**src/rtl/fifo_sync_param.sv**
```systemverilog
// fifo_sync_param
//   Parametrised single-clock FIFO with occupancy count, almost-full /
//   almost-empty thresholds, a read-valid strobe and sticky error flags.
//
// Ports
//   clk           clock, all state changes on the rising edge
//   rst           synchronous active-high reset
//   wr, din       write request and write data
//   rd            read request
//   dout          registered read data (holds between reads)
//   rd_valid      one-cycle pulse: dout carries newly read data
//   count         occupancy, 0..DEPTH
//   empty, full   count == 0, count == DEPTH
//   almost_empty  count <= AEMPTY_TH
//   almost_full   count >= AFULL_TH
//   overflow      sticky: write requested while full
//   underflow     sticky: read requested while empty
//   err_clr       clears overflow/underflow (a same-cycle set wins)
//
// Handshake: wr and rd are requests, not held handshakes. A write is
// accepted on an edge where wr=1 and full=0; a read is accepted on an edge
// where rd=1 and empty=0. Rejected requests are dropped (and flagged), never
// retried. Both decisions use the pre-edge count only, so a same-cycle write
// never makes a read legal on an empty FIFO and a same-cycle read never makes
// a write legal on a full one.
module fifo_sync_param #(
  parameter int DATA_WIDTH = 8,
  parameter int DEPTH      = 16,
  parameter int AFULL_TH   = DEPTH - 2,
  parameter int AEMPTY_TH  = 2
) (
  input  logic                     clk,
  input  logic                     rst,
  input  logic                     wr,
  input  logic [DATA_WIDTH-1:0]    din,
  input  logic                     rd,
  output logic [DATA_WIDTH-1:0]    dout,
  output logic                     rd_valid,
  output logic [$clog2(DEPTH):0]   count,
  output logic                     empty,
  output logic                     full,
  output logic                     almost_empty,
  output logic                     almost_full,
  output logic                     overflow,
  output logic                     underflow,
  input  logic                     err_clr
);

  localparam int AW = $clog2(DEPTH);
  localparam int CW = AW + 1;

  localparam logic [CW-1:0] DEPTH_C  = CW'(DEPTH);
  localparam logic [CW-1:0] AFULL_C  = CW'(AFULL_TH);
  localparam logic [CW-1:0] AEMPTY_C = CW'(AEMPTY_TH);

  logic [DATA_WIDTH-1:0] mem [DEPTH];
  logic [AW-1:0]         wptr;
  logic [AW-1:0]         rptr;
  logic                  wr_acc;
  logic                  rd_acc;

  // Status is decoded from the count register alone, so no output has a
  // combinational path from wr or rd.
  assign empty        = (count == '0);
  assign full         = (count == DEPTH_C);
  assign almost_empty = (count <= AEMPTY_C);
  assign almost_full  = (count >= AFULL_C);

  assign wr_acc = wr & ~full;
  assign rd_acc = rd & ~empty;

  // Storage is intentionally not reset; stale entries are unreachable
  // because the pointers and count are.
  always_ff @(posedge clk) begin
    if (wr_acc && !rst) begin
      mem[wptr] <= din;
    end
  end

  always_ff @(posedge clk) begin
    if (rst) begin
      wptr     <= '0;
      rptr     <= '0;
      count    <= '0;
      dout     <= '0;
      rd_valid <= 1'b0;
    end else begin
      if (wr_acc) begin
        wptr <= wptr + AW'(1);
      end
      // The read uses the pre-edge rptr, so data written this cycle is
      // never bypassed to dout.
      if (rd_acc) begin
        dout <= mem[rptr];
        rptr <= rptr + AW'(1);
      end
      rd_valid <= rd_acc;
      case ({wr_acc, rd_acc})
        2'b10:   count <= count + CW'(1);
        2'b01:   count <= count - CW'(1);
        default: count <= count;
      endcase
    end
  end

  // Sticky error flags: a set condition in the same cycle as err_clr wins.
  always_ff @(posedge clk) begin
    if (rst) begin
      overflow  <= 1'b0;
      underflow <= 1'b0;
    end else begin
      if (wr && full) begin
        overflow <= 1'b1;
      end else if (err_clr) begin
        overflow <= 1'b0;
      end
      if (rd && empty) begin
        underflow <= 1'b1;
      end else if (err_clr) begin
        underflow <= 1'b0;
      end
    end
  end

endmodule

```
**config.mk**
```make
export PLATFORM = sky130hd
export DESIGN_NAME = fifo_sync_param
export DESIGN_NICKNAME = d
export VERILOG_FILES = /design/src/rtl/fifo_sync_param.sv
export SDC_FILE = /design/constraint.sdc
export NUM_CORES = 1
export LEC_CHECK = 0
export BUFFER_PORTS_ARGS = -buffer_cell sky130_fd_sc_hd__buf_2
export CORE_MARGIN = 8
export CORE_UTILIZATION = 40
export DETAILED_ROUTE_END_ITERATION = 7
export GPL_TIMING_DRIVEN = 0
export PLACE_DENSITY = 0.52
export SETUP_SLACK_MARGIN = 0.4
export SLEW_MARGIN = 30
export SYNTH_ARGS = -nofsm -noshare
export SYNTH_HDL_FRONTEND = slang
export SYNTH_SLANG_ARGS = --single-unit
```
**constraint.sdc**
```tcl
create_clock -name clk -period 3.5 [get_ports clk]
set_clock_uncertainty 0.1 [all_clocks]
set_input_delay 0.7 -clock clk [delete_from_list [all_inputs] [get_ports clk]]
set_output_delay 0.7 -clock clk [all_outputs]
set_load 0.03 [all_outputs]
```
Word level (Yosys, flattened, before mapping)
Memories as Yosys holds them, arrays and structs flattened. A register that Yosys moved wholly into a read port is not among the register bits.
Cells that the tools add are included.

storage, ports and cells
  register bits after elaboration = 16
  RAM bits = 128
  input bits = 13
  output and inout bits = 20
  logic and storage cells = 34
  memories kept = 1

memory list
  memory  words  bits a word  read ports  clocked after Yosys merged registers in  write ports  line  text
  mem     16     8            1           1                                        1            56    logic [DATA_WIDTH-1:0] mem [DEPTH];

cells by class
  add/subtract/negate cells = 4
  $lt $le $gt $ge = 2
  equality and inequality tests = 3
  multiplexer cells = 6
  bitwise operators = 4
  reductions and logical operators = 8

operators with widths
  kind                                                                   number
  5-bit one-hot mux with 2 select lines                                  1
  4-bit by 1-bit adder with 4-bit output, second input constant          2
  2-bit nonzero test                                                     3
  5-bit by 1-bit adder with 5-bit output, second input constant          1
  5-bit equality test, second input constant                             1
  5-bit by 4-bit >= comparator with 1-bit output, second input constant  1
  5-bit by 2-bit <= comparator with 1-bit output, second input constant  1
  5-bit zero test                                                        1
  1-bit two-way mux                                                      5
  5-bit by 1-bit subtractor with 5-bit output, second input constant     1
  1-bit logical AND                                                      3
  1-bit AND                                                              2
  2-bit by 1-bit equality test with 1-bit output, second input constant  1
  2-bit equality test, second input constant                             1
  1-bit NOT                                                              2
  1-bit zero test                                                        1

Depth between registers and ports, before layout
Gate-level depths: netlist of run 1.

  word-level depth = 6
  mapped depth = 13
  mapped depth without buffers = 12

Worst setup path before layout of run 1
OpenSTA, ideal clock, no wires.

  path kind = reg2reg
  start = reg count[0]
  end = reg count[4]
  setup time = 121 ps
  arrival = 2939 ps
  data required time = 3279 ps
  slack = 341 ps
  stages on the path, launching flop included = 13
  path buffers = 1
  clock period less this slack = 3159 ps
  cell sequence = dfxtp_1 > nor4_4 > and2_4 > nand2b_4 > inv_2 > buf_2 > ha_1 > ha_1 > nor2b_1 > o21ai_0 > a21oi_1 > or3b_1 > mux2_2

on the way
  word-level cells in the longest chain between the ends = 5
  elaborated cells on any way between the ends = 12
  those cells by class = add/sub (2); eq/ne (3); mux (1); bitwise (4); reduce/logical (2)

RTL lines
  item                                                                                   line  text
  start, declared                                                                        39    output logic [$clog2(DEPTH):0] count,
  start signal, assigned                                                                 99    2'b10: count <= count + CW'(1);
  start signal, assigned                                                                 100   2'b01: count <= count - CW'(1);
  start signal, assigned                                                                 101   default: count <= count;
  5-bit zero test (*)                                                                    64    assign empty = (count == '0);
  net empty                                                                              40    output logic empty,
  1-bit NOT (*)                                                                          70    assign rd_acc = rd & ~empty;
  1-bit AND (*)                                                                          70
  net rd_acc                                                                             60    logic rd_acc;
  2-bit by 1-bit equality test with 1-bit output or 2-bit equality test (tied branches)  98    case ({wr_acc, rd_acc})
  5-bit one-hot mux with 2 select lines or 2-bit nonzero test (tied branches)            -

The timed path passes the listed nets; every way through them passes the cells marked *.
A chain may end at the register's enable or synchronous reset.

Final worst setup path of run 1
  start = reg count[3]
  end = reg count[4]

on the way
  word-level cells in the longest chain between the ends = 5
  elaborated cells on any way between the ends = 12
  those cells by class = add/sub (2); eq/ne (3); mux (1); bitwise (4); reduce/logical (2)

RTL lines
  item                                                                                   line
  5-bit zero test (*)                                                                    64
  1-bit NOT (*)                                                                          70
  1-bit AND (*)                                                                          70
  net rd_acc                                                                             60
  2-bit by 1-bit equality test with 1-bit output or 2-bit equality test (tied branches)  98
  5-bit one-hot mux with 2 select lines or 2-bit nonzero test (tied branches)            -

Marks and branches as above.

==> flow_summary.toml, run 1 <==
[drt]
drc = 0
antenna_left = 0
wl_um = 13100
dr.first_iter.drc_count = 192
vias = 3239
avgRoutedWirePerCell_um = 21.1
vias_per_cell = 5.23
firstDrtPassIters = 4

[layout]
utilization_pct = 47.0
num_antenna_cells = 0
final_common_cell = "edfxtp_1"
fill_cells = 1302
regArea_um2 = 4330
layout.cells.non_filler = 619
syn_to_final_growth_pct = 16.3
fin_area_um2 = 7060
multiInputGateArea_um2 = 1620
nets = 441
final_cell_mix = "128 x edfxtp_1, 48 x nor2_1, 39 x buf_2"
layout-drive-gt1-share_pct = 26.2

[die]
die_x_um = 139
die_h_um = 139
core_um2 = 15000
start_util_pct = 40.4
fp-row-count = 45
ioPinCount = 33
die_area_um2 = 19400

[power]
p_switching_mw = 1.59
switching_share_pct = 30.9
power.clock.fraction_pct = 34.0
p_seq_share_pct = 42.4
peakVddDrop_v = 0.000397
p_leak_nw = 2.36
internal_power_mw = 3.55
p_comb_share_pct = 23.6
power_density_nw_per_um2 = 727

[clock_network]
post_cts_buffers = 0
clk_latency_ns = 0.43
cts.clk_slew.worst_paths_ns = 0.07
clock_path_buffers = 2
cts_tree = "done"
clock_sinks = 152
cts_root_buffer = "clkbuf_16"
numCtsBuffers = 17
htree_num_levels = 4

[setup_path]
crit_path_start_kind = "flop"
worstSetupPathType = "reg -> reg"
setup.worst_path.end_class = "flop"
max_stage_delay_ns = 0.37
crit_required_ns = 3.72
cpMaxStageDelayCell = "dfxtp_4"
crit_chain = "nor4_4, and2_4, nand2b_4, inv_2, buf_6, ha_4, ha_1, nor2b_1, o21ai_1, a21oi_1, or3b_1, mux2_2"
setup.worst_path.start = "count[3]$_SDFFE_PP0P_"
r2r_start = "count[3]$_SDFFE_PP0P_"
cp_max_fo = 10
cp.arrival_ns = 3.17

[yosys]
synth_nets = 390
ys.flop_type = "edfxtp_1"
yosys.area.top_type_share_pct = 63.3
netlist_top_cells_area = "edfxtp_1 63%, mux4_2 8.5%, dfxtp_1 7.9%, nor2_1 3.0%, mux2i_1 2.8%"
synth_edf_count = 128
synth_cells = 367
ys_ff_latch = 152
yosysUniqueCellTypes = 43
async_flop_share_pct = 0
ys_warn_count = 0
synth_top_area_cell = "edfxtp_1"
ys_seq_area_share_pct = 71.2
synth.avg_cell_area_um2 = 16.5
syn_area_um2 = 6070

[timing]
slew_viol_final = 0
fin_ws_ns = 0.541
slew_headroom_pct = 42.5
max_freq_ghz = 0.338
fin_crit_ns = 2.96
finalSetupTns_ns = 0
worst_pin_slew_ns = 0.859
rsz0062_at_grt = "no"
finalCritPeriodShare_pct = 84.5
setup_viol = 0
final_hold_viol_count = 0

[min_path]
holdCritStartpoint = "dout[0]$_SDFFE_PP0P_"
min_path_type = "reg -> reg"

[placed_design]
placed_area_um2 = 6470
portBuffers = 32
place_ws_ns = 0.328
place_inst = 587
gp_congestion = 0.771
hpwl_um = 8650

[run]
cap_violations = 0

[global_routing]
grt_pass1_wl_um = 20100
gr-total-overflow = 0
grt_use_total_pct = 14.3
grt_max_degree = 17
antenna_found_initial = 0
grt_pass1_vias = 3411

[outcome]
status = "finished, final reports clean"
## kinds of logic after synthesis
kind of cell | share of synthesized area, %
flip-flops | 71.2
AND/OR/NAND/NOR | 6.22
AO/OA/AOI/OAI | 5.19
multiplexers | 11.7
buffers and inverters | 2.33
adder cells (fa/ha/maj) | 2.18
XOR/XNOR | 1.15
## state kept, by name, indices dropped and copies added, names as in the netlist
name,flops
dout,8
wptr,4
rptr,4
overflow,1
mem,128
count,5
underflow,1
rd_valid,1
## Yosys cell counts, drive strengths merged (3+ instances only)
library cell	instances
a22oi	9
dfxtp	24
nor2b	3
o22ai	7
clkbuf	7
a311oi	7
a211oi	3
inv	11
nor2	48
edfxtp	128
xor2	4
a21oi	14
buf	12
nand2	11
mux4	23
mux2i	17
ha	9
xnor2	4
and2	3
## final cells by class
| class | instances | share of cell area [%] |
|---|---|---|
| Sequential cell | 152 | 61.3 |
| Multi-Input combinational cell | 185 | 22.9 |
| Clock buffer | 17 | 6.02 |
| Tap cell | 188 | 3.33 |
| Timing Repair Buffer | 32 | 2.27 |
| Clock inverter | 15 | 2.05 |
| Buffer | 19 | 1.51 |
| Inverter | 11 | 0.584 |
## worst paths after layout
path                           end  depth (start not counted)  slack [ns]
min reg2reg   dout[0]$_SDFFE_PP0P_                          2        0.39
max reg2reg  count[4]$_SDFFE_PP0P_                         12        0.54
max          count[4]$_SDFFE_PP0P_                         12        0.54
min           dout[0]$_SDFFE_PP0P_                          2        0.39
## worst max-delay path, delay by kind of cell, from the launching register on
family                     cells  cell delay, ns
muxes                          1            0.27
buffers and inverters          2            0.19
and+or+nand+nor                5            1.19
DFF                            1            0.37
adders and majority gates      2            0.47
AOI/OAI and AO/OA              2            0.26
## per-layer routing
layer,vias to the layer above,part of all wire (%),global-route usage [%],wire (um)
li1,1518,-,-,-
met5,-,0,0,0
met2,69,47,22.2,6150
met1,1634,47,18.1,6080
met4,0,1.9,6.24,244
met3,18,4.5,4.30,589
## through the flow
| stage | hold slack (ns) | power (mW) |
|---|---|---|
| after floorplan | 0.436 | 3.07 |
| after global placement | 0.385 | 3.41 |
| after detailed placement | 0.380 | 3.42 |
| after CTS | 0.392 | 5.17 |
| after global routing | 0.427 | 5.36 |
| final | 0.390 | 5.13 |
## power by group through the flow
stage          clock network, mW  logic (mW)  registers (mW)
6_report                    1.75        1.21            2.18
5_1_grt                     1.84        1.33            2.19
2_1_floorplan                  0       0.729            2.34
4_1_cts                     1.78        1.22            2.18
3_5_place_dp                   0        1.21            2.21
3_3_place_gp                   0        1.20            2.21
## what timing repair did
item | 4_1_cts | 5_1_grt
gates cloned | 0 | 0
hold buffers | 0 | 0
endpoints found under the setup margin | 1 | 1
pin swaps | 0 | 3
resized for setup | 3 | 6
Power figures use the tool's default switching activity.
==> run 2, diff against run 1 <==
--- a/config.mk
+++ b/config.mk
@@ -5,6 +5,7 @@
 export SDC_FILE = /design/constraint.sdc
 export NUM_CORES = 1
 export LEC_CHECK = 0
+export ABC_AREA = 1
 export BUFFER_PORTS_ARGS = -buffer_cell sky130_fd_sc_hd__buf_2
 export CORE_MARGIN = 8
 export CORE_UTILIZATION = 40
==> constraint.sdc (replaced) <==
create_clock -name clk -period 2.9 [get_ports clk]
set_clock_uncertainty 0.1 [all_clocks]
set_input_delay 0.58 -clock clk [delete_from_list [all_inputs] [get_ports clk]]
set_output_delay 0.58 -clock clk [all_outputs]
set_load 0.03 [all_outputs]
==> flow_summary.toml, run 2 <==
[power]
power_density_nw_per_um2 = 870
power.clock.fraction_pct = 31.5
p_comb_share_pct = 30.0
peakVddDrop_v = 0.000432
internal_power_mw = 4.38
p_seq_share_pct = 38.5
p_leak_nw = 3.28
p_switching_mw = 2.33
switching_share_pct = 34.8

[layout]
final_common_cell = "nand2_1"
top_register = "mem"
final_cell_mix = "222 x nand2_1, 128 x edfxtp_1, 97 x nand3_1"
utilization_pct = 46.8
syn_to_final_growth_pct = 15.4
nets = 755
fill_cells = 1611
reg_top3 = "mem x128, dout x8, count x5"
largest_reg_flops = 128
fin_area_um2 = 7710
layout.cells.non_filler = 966
layout-drive-gt1-share_pct = 13.0

[placed_design]
gp_congestion = 0.888
place_ws_ns = 0.110
placed_area_um2 = 7110
place_inst = 932
hpwl_um = 11300
portBuffers = 31

[timing]
final_hold_viol_count = 0
setup_viol = 0
max_freq_ghz = 0.431
finalCritPeriodShare_pct = 80.0
worst_pin_slew_ns = 0.854
fin_ws_ns = 0.581
finalSetupTns_ns = 0
slew_viol_final = 0
rsz0062_at_grt = "no"
fin_crit_ns = 2.32
slew_headroom_pct = 42.9

[clock_network]
clock_path_buffers = 2
cts_root_buffer = "clkbuf_16"
htree_num_levels = 4
cts_hold_buf = 0
clk_latency_ns = 0.42
cts_tree = "done"
cts.clk_slew.worst_paths_ns = 0.06
numCtsBuffers = 17
clock_sinks = 152

[die]
die_x_um = 145
fp-row-count = 47
die_h_um = 145
core_um2 = 16500
ioPinCount = 33
die_area_um2 = 21100
start_util_pct = 40.6

[drt]
wl_um = 16400
vias = 4562
vias_per_cell = 4.72
antenna_left = 0
drc = 0
avgRoutedWirePerCell_um = 17.0
dr.first_iter.drc_count = 235
firstDrtPassIters = 4

[setup_path]
cp.arrival_ns = 2.26
setup.worst_path.end_class = "flop"
crit_required_ns = 2.85
cp_max_fo = 10
crit_path_start_kind = "input pin"
worstSetupPathType = "in -> reg"

[yosys]
synth_nets = 704
synth.avg_cell_area_um2 = 9.81
yosys.area.top_type_share_pct = 57.5
synth_edf_count = 128
async_flop_share_pct = 0
ys_ff_latch = 152
synth_cells = 681
ys_seq_area_share_pct = 64.7
ys_warn_count = 0
synth.top_cells.by_count = "222 x nand2_1, 128 x edfxtp_1, 97 x nand3_1, 92 x inv_1, 34 x nor2_1"
netlist_top_cells_area = "edfxtp_1 58%, nand2_1 12%, nand3_1 7.3%, dfxtp_1 7.2%, inv_1 5.2%"
syn_area_um2 = 6680
yosysMostFrequentCell = "nand2_1"
yosysUniqueCellTypes = 26
ys.flop_type = "edfxtp_1"
synth_top_area_cell = "edfxtp_1"

[outcome]
status = "finished, final reports clean"

[global_routing]
grt_pass1_vias = 4563
grt_pass1_wl_um = 25700
grt_max_degree = 17
gr-total-overflow = 0
antenna_found_initial = 0
grt_use_total_pct = 16.1

[min_path]
min_path_type = "in -> reg"

[run]
cap_violations = 0
==> run 2: cell types whose count changed in the layout (fill, tap and decap cells not counted), sizes merged, moves of 9 or more <==
cell,delta
nand2,+214
nand3,+95
inv,+80
mux4,-23
mux2i,-17
nor2,-13
buf,+12
a22oi,-9
==> run 2: repair_timing <==
action                     4_1_cts  5_1_grt
pin swaps                        1        1
gates resized for setup          4        7
setup endpoints to repair        2        2
setup buffers                    1        0
==> run 2: path summary, 6_finish.rpt <==
kind | start | to | slack [ns] | cells past startpoint
max | rst | mem[8][0]$_DFFE_PP_ | 0.58 | 5
min | err_clr | underflow$_SDFFE_PP0P_ | 0.32 | 4
max reg2reg | count[0]$_SDFFE_PP0P_ | count[4]$_SDFFE_PP0P_ | 0.60 | 15
min reg2reg | underflow$_SDFFE_PP0P_ | underflow$_SDFFE_PP0P_ | 0.36 | 2
==> run 2: cell type report <==
type                    instances  area, um2  area share, %
diodes                          1       2.50         0.0325
flip-flops and latches        152       4330           56.2
clock inverters                15        136           1.77
inverters                      97        364           4.72
well taps                     220        275           3.57
plain buffers                  30        180           2.34
clock buffers                  17        425           5.52
multi-input cells             402       1830           23.7
repair buffers                 32        163           2.11
==> run 2: cell families (layout without fill, tap and decap cells) <==
kind of cell	count (synthesis)	count (layout)	synth area share [%]
AOI/OAI and AO/OA	27	27	2.14
adders and majority gates	10	10	1.99
DFF	152	152	64.7
and+or+nand+nor	360	360	22.4
other	0	1	0
xor gates and xnor gates	5	5	0.656
buffers and inverters	127	191	8.09
==> run 2: power groups by stage <==
stage | registers [mW] | logic, mW | clock network (mW)
final | 2.58 | 2.01 | 2.11
after global routing | 2.60 | 2.24 | 2.24
after CTS | 2.58 | 2.03 | 2.14
after detailed placement | 2.62 | 1.99 | 0
after global placement | 2.62 | 1.97 | 0
after floorplan | 2.77 | 1.22 | 0
==> run 2: per-layer routing <==
| layer | GRT usage, % | wire, um | vias up |
|---|---|---|---|
| met3 | 4.29 | 624 | 10 |
| met4 | 4.11 | 140 | 0 |
| met1 | 20.3 | 7720 | 2185 |
| met5 | 0 | 0 | - |
| met2 | 26.8 | 7900 | 64 |
| li1 | - | - | 2303 |
==> run 2: per-stage QoR <==
stage	hold slack (ns)	power (mW)
after floorplan	0.372	3.99
after detailed placement	0.350	4.61
after global routing	0.318	7.08
after CTS	0.302	6.75
final	0.324	6.71
after global placement	0.348	4.59
==> run 2: worst max-delay path, stage by stage <==
cell      delay [ns]
clkbuf_1        0.21
inv_1           0.13
clkbuf_1        0.37
nand3_1         0.25
nor2_1          0.72
==> run 3, diff against run 2 <==
--- a/config.mk
+++ b/config.mk
@@ -11,7 +11,7 @@
 export CORE_UTILIZATION = 40
 export DETAILED_ROUTE_END_ITERATION = 7
 export GPL_TIMING_DRIVEN = 0
-export PLACE_DENSITY = 0.52
+export PLACE_DENSITY = 0.54
 export SETUP_SLACK_MARGIN = 0.4
 export SLEW_MARGIN = 30
 export SYNTH_ARGS = -nofsm -noshare
==> constraint.sdc (replaced) <==
create_clock -name clk -period 2.1 [get_ports clk]
set_clock_uncertainty 0.1 [all_clocks]
set_input_delay 0.42 -clock clk [delete_from_list [all_inputs] [get_ports clk]]
set_output_delay 0.42 -clock clk [all_outputs]
set_load 0.03 [all_outputs]
==> flow_summary.toml, run 3 (synthesis gave the netlist of run 2 again) <==
[clock_network]
cts_root_buffer = "clkbuf_16"
htree_num_levels = 4
clock_sinks = 152
numCtsBuffers = 17
cts_tree = "done"
clock_path_buffers = 2
clk_latency_ns = 0.43
cts.clk_slew.worst_paths_ns = 0.06

[outcome]
status = "finished with violations"
violations = "setup timing"

[layout]
multiInputGateArea_um2 = 2120
final_common_cell = "nand2_1"
fill_cells = 1479
layout-drive-gt1-share_pct = 22.0
num_antenna_cells = 0
fin_area_um2 = 8440
reg_top3 = "mem x128, dout x8, count x5"
top_register = "mem"
nets = 782
syn_to_final_growth_pct = 26.4
final_cell_mix = "219 x nand2_1, 128 x edfxtp_1, 87 x nand3_1"
regArea_um2 = 4350
largest_reg_flops = 128

[timing]
slew_viol_final = 0
holdWs_ns = 0.165
worst_pin_slew_ns = 0.576
max_freq_ghz = 0.457
setup_viol = 3
fin_crit_ns = 2.19
final_hold_viol_count = 0
slew_headroom_pct = 61.6
finalCritPeriodShare_pct = 104
fin_ws_ns = -0.0867
rsz0062_at_grt = "yes"

[setup_path]
crit_path_frequent_cell = "nand2_1"
max_stage_delay_ns = 0.35
cpMaxStageDelayCell = "dfxtp_4"
worstSetupPathType = "reg -> reg"
crit_end = "count[4]$_SDFFE_PP0P_"
regToRegEndpoint = "count[4]$_SDFFE_PP0P_"
crit_path_start_kind = "flop"
r2r_slack_ns = -0.09
crit_required_ns = 2.34
r2r_cells = 16
setup.worst_path.start = "count[2]$_SDFFE_PP0P_"
r2r_start = "count[2]$_SDFFE_PP0P_"
crit_chain = "nor2_4, nand4_1, nand2_2, inv_2, buf_8, ha_4, inv_2, fa_2, inv_1, nand2_1, nand2_1, a21oi_2, nand2_1, nand2_1, nand2_1, a21oi_1"
cp_max_fo = 5
setup.worst_path.end_class = "flop"
cp.arrival_ns = 2.43

[global_routing]
antenna_found_initial = 1
gr-total-overflow = 0
grt_use_total_pct = 16.6
grt_pass1_wl_um = 26400
grt_max_degree = 17
grt_pass1_vias = 4847

[power]
total_power_mw = 10.3
power_density_nw_per_um2 = 1220
p_leak_nw = 3.54
peakVddDrop_v = 0.000619

[placed_design]
gp_congestion = 0.935
hpwl_um = 11600
portBuffers = 31
placed_area_um2 = 7300

[drt]
antenna_left = 0
dr.first_iter.drc_count = 344
vias = 4848
vias_per_cell = 4.89
avgRoutedWirePerCell_um = 17.2
drc = 0
firstDrtPassIters = 5
wl_um = 17100

[die]
start_util_pct = 40.6
die_area_um2 = 21100
die_x_um = 145
die_h_um = 145
fp-row-count = 47
ioPinCount = 33
core_um2 = 16500

[run]
cap_violations = 0

[min_path]
hold-path-cell-count = 3
min_path_type = "in -> reg"
-- run 3: report_power, final --
part           leakage, nW  internal (mW)  switching [mW]  total [mW]
Sequential            1.35           3.47           0.114        3.58
Clock                0.302           2.10            1.14        3.24
Combinational         1.88           1.29            2.17        3.46
Total                 3.54           6.86            3.43        10.3
-- run 3: through the flow --
step / setup WS (ns) / util [%] / TNS (ns) / cells
finish: -0.0867 / 51.3 / -0.205 / 992
CTS: -0.0129 / 50.0 / -0.0129 / 981
detailed placement: -0.226 / 44.3 / -0.738 / 932
global route: -0.231 / 51.3 / -0.620 / 992
floorplan: 0.0356 / - / 0 / 681
global placement: -0.167 / 44.3 / -0.442 / 932
-- run 3: what timing repair did --
item                       CTS  global route
pin swaps                   13            15
hold buffers                 0             0
gates resized for setup     35            45
hold endpoints to repair     0             0
setup endpoints to repair  143           145
setup buffers               17             9
gates cloned                 0             2
-- run 3: final cells by class --
cell class                      count  share of cell area [%]
Buffer                             30                    2.73
Clock buffer                       22                    5.26
Clock inverter                     10                    2.10
Inverter                           97                    4.56
Multi-Input combinational cell    402                    25.2
Sequential cell                   152                    51.5
Tap cell                          220                    3.26
Timing Repair Buffer               59                    5.47
-- run 3: metal layers --
layer	global-route usage [%]	share of wire [%]	vias to the layer above	wire, um
li1	-	-	2371	-
met1	20.4	44	2347	7590
met2	28.2	50	104	8450
met3	3.14	3.7	26	633
met4	6.87	2.3	0	384
met5	0	0	-	0
-- run 3: worst min-delay path by stage --
stage / from / to / slack (ns)
3_5_place_dp: underflow$_SDFFE_PP0P_ / underflow$_SDFFE_PP0P_ / 0.36
6_report: wr / overflow$_SDFFE_PP0P_ / 0.16
3_3_place_gp: underflow$_SDFFE_PP0P_ / underflow$_SDFFE_PP0P_ / 0.35
2_1_floorplan: wptr[1]$_SDFFE_PP0P_ / wptr[1]$_SDFFE_PP0P_ / 0.40
5_1_grt: wr / overflow$_SDFFE_PP0P_ / 0.18
4_1_cts: wr / overflow$_SDFFE_PP0P_ / 0.15
-- run 3: worst max-delay path: cells and delay by family (launching register included) --
family	cells	cell delay (ns)
buf+inv	4	0.27
fa+ha+maj	2	0.38
flops	1	0.35
simple gates	8	0.78
compound gates	2	0.23
